`config.mk`:
```
export PLATFORM = sky130hd
export DESIGN_NAME = alu_unpipelined
export DESIGN_NICKNAME = d
export VERILOG_FILES = /design/src/rtl/alu_unpipelined.sv
export SDC_FILE = /design/constraint.sdc
export NUM_CORES = 1
export LEC_CHECK = 0
export ABC_AREA = 1
export CAP_MARGIN = 30
export CELL_PAD_IN_SITES_DETAIL_PLACEMENT = 1
export CELL_PAD_IN_SITES_GLOBAL_PLACEMENT = 2
export CORE_ASPECT_RATIO = 1.75
export CORE_MARGIN = 1
export CORE_UTILIZATION = 25
export DETAILED_ROUTE_END_ITERATION = 12
export MAX_ROUTING_LAYER = met4
export PLACE_DENSITY = 0.78
export SLEW_MARGIN = 10
export SYNTH_ARGS = -nofsm -noshare
export SYNTH_HDL_FRONTEND = slang
export SYNTH_SLANG_ARGS = --single-unit
```
`constraint.sdc`:
```
create_clock -name clk -period 3 [get_ports clk]
set_input_delay 0.3 -clock clk [delete_from_list [all_inputs] [get_ports clk]]
set_output_delay 0.3 -clock clk [all_outputs]
set_load 0.01 [all_outputs]
```
`src/rtl/alu_unpipelined.sv`:
```
`default_nettype none
// ============================================================================
// Module      : alu_unpipelined
// Description : 16-bit single-cycle ALU with condition flags and a registered
//               copy of result, overflow and flags.
// Revision    : 1.0 - initial release
// ============================================================================
module alu_unpipelined (
    input  logic        clk,
    input  logic        rst,
    input  logic [15:0] A,
    input  logic [15:0] B,
    input  logic        Cin,
    input  logic [2:0]  Op,
    input  logic        invA,
    input  logic        invB,
    input  logic        sign,
    output logic [15:0] Out,
    output logic        Ofl,
    output logic        zf,
    output logic        gzf,
    output logic        lzf,
    output logic        nezf,
    output logic [15:0] Out_r,
    output logic        Ofl_r,
    output logic [3:0]  flags_r
);

    localparam logic [2:0] OP_ADD = 3'b000;
    localparam logic [2:0] OP_ROR = 3'b001;
    localparam logic [2:0] OP_ROL = 3'b010;
    localparam logic [2:0] OP_SLL = 3'b011;
    localparam logic [2:0] OP_SRL = 3'b100;
    localparam logic [2:0] OP_AND = 3'b101;
    localparam logic [2:0] OP_OR  = 3'b110;
    localparam logic [2:0] OP_XOR = 3'b111;

    logic [15:0] a_w;
    logic [15:0] b_w;
    logic [3:0]  sh_w;
    logic [16:0] sum_w;
    logic [31:0] ror_w;
    logic [31:0] rol_w;

    logic [15:0] out_q;
    logic        ofl_q;
    logic [3:0]  flags_q;
    logic [3:0]  flags_d;

    assign a_w   = invA ? ~A : A;
    assign b_w   = invB ? ~B : B;
    assign sh_w  = b_w[3:0];
    assign sum_w = {1'b0, a_w} + {1'b0, b_w} + {16'h0000, Cin};
    // Rotates are shifts of the operand concatenated with itself.
    assign ror_w = {a_w, a_w} >> sh_w;
    assign rol_w = {a_w, a_w} << sh_w;

    always_comb begin
        Out = 16'h0000;
        Ofl = 1'b0;
        case (Op)
            OP_ADD: begin
                Out = sum_w[15:0];
                if (sign)
                    Ofl = (a_w[15] == b_w[15]) && (sum_w[15] != a_w[15]);
                else
                    Ofl = sum_w[16];
            end
            OP_ROR:  Out = ror_w[15:0];
            OP_ROL:  Out = rol_w[31:16];
            OP_SLL:  Out = a_w << sh_w;
            OP_SRL:  Out = a_w >> sh_w;
            OP_AND:  Out = a_w & b_w;
            OP_OR:   Out = a_w | b_w;
            OP_XOR:  Out = a_w ^ b_w;
            default: Out = 16'h0000;
        endcase
    end

    assign zf      = (Out == 16'h0000);
    assign lzf     = Out[15];
    assign gzf     = ~Out[15] & ~zf;
    assign nezf    = ~zf;
    assign flags_d = {nezf, lzf, gzf, zf};

    always_ff @(posedge clk or posedge rst) begin
        if (rst) begin
            out_q   <= 16'h0000;
            ofl_q   <= 1'b0;
            flags_q <= 4'b0000;
        end else begin
            out_q   <= Out;
            ofl_q   <= Ofl;
            flags_q <= flags_d;
        end
    end

    assign Out_r   = out_q;
    assign Ofl_r   = ofl_q;
    assign flags_r = flags_q;

endmodule
`default_nettype wire

```
==> summary.md <==
| Metric | Value |
|---|---|
| Final instance area | `between 8000 and 9000 um2` |
| 1st-iter DRT viols | `approximately 260` |
| Routed WL | `26.9 mm` |
| Mapped Cells | `about 830` |
| PortBufs | `slightly above 80` |
| Avg Inst Size Synth | `5.50 um2` |
| Yosys top cell area share | `0.212` |
| Pwr dens | `~370 nW/um2` |
| Dpl ws | `-1.12 ns` |
| Cell Area, Placed | `approximately 7000 um2` |
| Outcome | `complete, but fails checks` |
| Synth Flop Type | `dfrtp_1` |
| Drt via density | `slightly above 5` |
| Die H | `about 180 um` |
| IO Pins | `between 80 and 90` |
| CTS tree | `yes` |
| Starting density of the core | `0.253` |
| Largest net degree at the start of global routing | `35` |
| RSZ-0062 raised after global routing | `yes` |
| Core Util, Final | `0.456` |
| Peak VDD IR | `roughly 0.34 mV` |
| Share of cells above drive strength 1 | `0.384` |
| Detailed Place HPWL | `~21 mm` |
| Clock period minus worst slack | `around 3.1 ns` |
| Post-synth ARST share | `1.00` |
| Crit Path Max Fanout | `4` |
| Yosys top cell by area | `nand3_1` |
| Die Span X | `between 100 and 150 um` |
| Clk pin slew, worst setup/hold paths | `~0.05 ns` |
| Clk sinks | `20` |
| Fmax | `about 320 MHz` |
| Post-synthesis cell type count | `40` |
| First-pass iteration count of the detailed router | `4` |
| CP startpoint | `B[6]` |
| Worst setup EP type | `output pin` |
| Placer Congestion | `approximately 0.95` |
| Crit path kind | `primary input to output pin` |
| Clock Path Buffers | `2` |
| Vias in the first global route | `approximately 7500` |
| Seq/Total Area, Yosys | `0.110` |
| Synthesized flop and latch total | `20` |
| Setup ws final | `-0.109 ns` |
| Clock root cell | `clkbuf_16` |
| Core area | `18000 um2` |
| Syn Nets | `about 900` |
| CP Launch Type | `primary input` |
| Slew @ Worst Pin | `about 0.73 ns` |
| Req. time, crit path | `2.70 ns` |
| GRT Resource Usage Total | `0.294` |
| Leakage | `about 4.3 nW` |
| Post-Syn Area | `4560 um2` |
| Nets | `about 1200` |
| DRC | `0` |
| Final hold violation count | `0` |
| Max-slew violation total from the final report | `0` |
| Arr. time, crit path | `~2.8 ns` |
| Worst rel slew slack | `0.515` |
| Global-route wire length before repair | `approximately 41 mm` |
| Yosys warnings | `0` |
| Failing checks | `setup timing` |
| Drt wl/cell | `20.1 um` |
| Core Rows | `65` |
| Area delta synth->final | `79.7%` |
| Die area | `roughly 19000 um2` |
| Ant diodes | `0` |
| EDFF count, synth | `0` |
| Hold Crit Class | `primary input to asynchronous set/reset pin` |
| Initial antenna violation count | `0` |
| Final setup vio count | `3` |
| H-tree Lvls | `1` |
| Detailed-route via count | `approximately 6900` |
| DRT antenna net count | `0` |
| CTS Buf Count | `3` |
| Max cap viols | `0` |
| Final worst path period share | `1.04` |
| GRT overflow | `0` |
| Main area contributors after synthesis | `nand3_1 21%, nand2_1 20%, dfrtp_1 11%` |
==> worst max-delay path, cell delays in order <==
cell	delay [ns]
dlygate4sd2_1	0.30
xnor2_2	0.22
inv_1	0.10
ha_4	0.29
a21oi_4	0.18
buf_4	0.14
o21ai_0	0.10
a21oi_2	0.25
a21o_1	0.14
nand3_1	0.06
nand2_1	0.09
nand2_1	0.07
nor2_1	0.09
nand2_1	0.10
nor2_4	0.16
nor2_2	0.06
buf_2	0.14
==> through the flow <==
stage	power [mW]	hold slack [ns]	cells	setup TNS (ns)
after floorplan	1.24	0.264	828	0
after global placement	2.24	0.767	1310	-17.46
after detailed placement	2.27	0.775	1310	-18.76
after CTS	2.96	0.496	1336	-0.0208
after global routing	3.25	0.534	1341	-0.942
final	3.06	0.470	1341	-0.264
==> path summary, 6_finish.rpt <==
check	end	slack [ns]	cells past startpoint
worst max-delay path	gzf	-0.11	17
worst min-delay path	Out_r[5]	0.47	2
max in group asynchronous	Out_r[13]	2.07	2
min in group clk	Ofl_r	0.80	3
==> timing repair <==
item	in CTS	in global routing
hold endpoints to repair	0	0
setup buffers	23	5
hold buffers	0	0
endpoints found under the setup margin	25	19
resized for setup	298	46
pin swaps	92	26
cloned	1	0
==> synthesized netlist by cell type (3+ instances only) <==
cell type  count
a221oi_1       5
o21ai_0       26
buf_2         12
nand3_1      193
xor2_1         4
ha_1          33
nand2_4        3
nor3_1         5
nor2_2         3
buf_6          5
a21oi_1       37
clkbuf_1       4
o22ai_1        3
nand4_1        3
dfrtp_1       20
xnor2_1       12
nor2_1        63
inv_1        108
buf_4          5
nand2_2       11
inv_2          3
nand2_1      244
==> sequential cells by signal, summed over array words and instances, names as in the netlist <==
name / flops
flags_r: 4
Out_r: 15
Ofl_r: 1
==> layer usage <==
metal | part of all wire | track usage | vias to the layer above | routed length [um]
met4 | 0.086 | 0.200 | 0 | 2330
met1 | 0.35 | 0.275 | 3270 | 9310
met2 | 0.54 | 0.564 | 222 | 14500
li1 | - | - | 3252 | -
met5 | 0 | - | - | 0
met3 | 0.028 | 0.0188 | 120 | 761
==> cells by family after synthesis <==
kind of cell             count (synthesis)  synth area share
buffers and inverters                  143             0.137
flip-flops                              20             0.110
AO/OA/AOI/OAI                           82             0.101
adder cells (fa/ha/maj)                 35            0.0994
XOR/XNOR                                18            0.0428
AND/OR/NAND/NOR                        530             0.510
==> cell type report <==
| cell class | count | area (um2) |
|---|---|---|
| Clock inverter | 1 | 30.0 |
| Sequential cell | 20 | 500 |
| Clock buffer | 3 | 75.1 |
| Inverter | 114 | 442 |
| Timing Repair Buffer | 304 | 2560 |
| Fill cell | 2354 | 9790 |
| Tap cell | 234 | 293 |
| Multi-Input combinational cell | 665 | 4280 |
==> where the power goes <==
group / internal [mW] / switching (mW) / total, mW / leakage [nW]
logic: 1.07 / 1.30 / 2.37 / 4.01
clock network: 0.264 / 0.0943 / 0.359 / 0.0511
registers: 0.319 / 0.0135 / 0.333 / 0.241
==> cells in the final DEF (no fill, tap or decap), drive strengths merged, types with 20 or more instances in the layout <==
cell type,synthesis,layout
inv,113,113
nand2,258,258
a21oi,37,37
nand3,195,195
dfrtp,20,20
o21ai,28,28
buf,25,234
nor2,66,66
ha,33,33
clkdlybuf4s50,0,25
dlygate4sd2,0,33
Power figures use the tool's default switching activity.
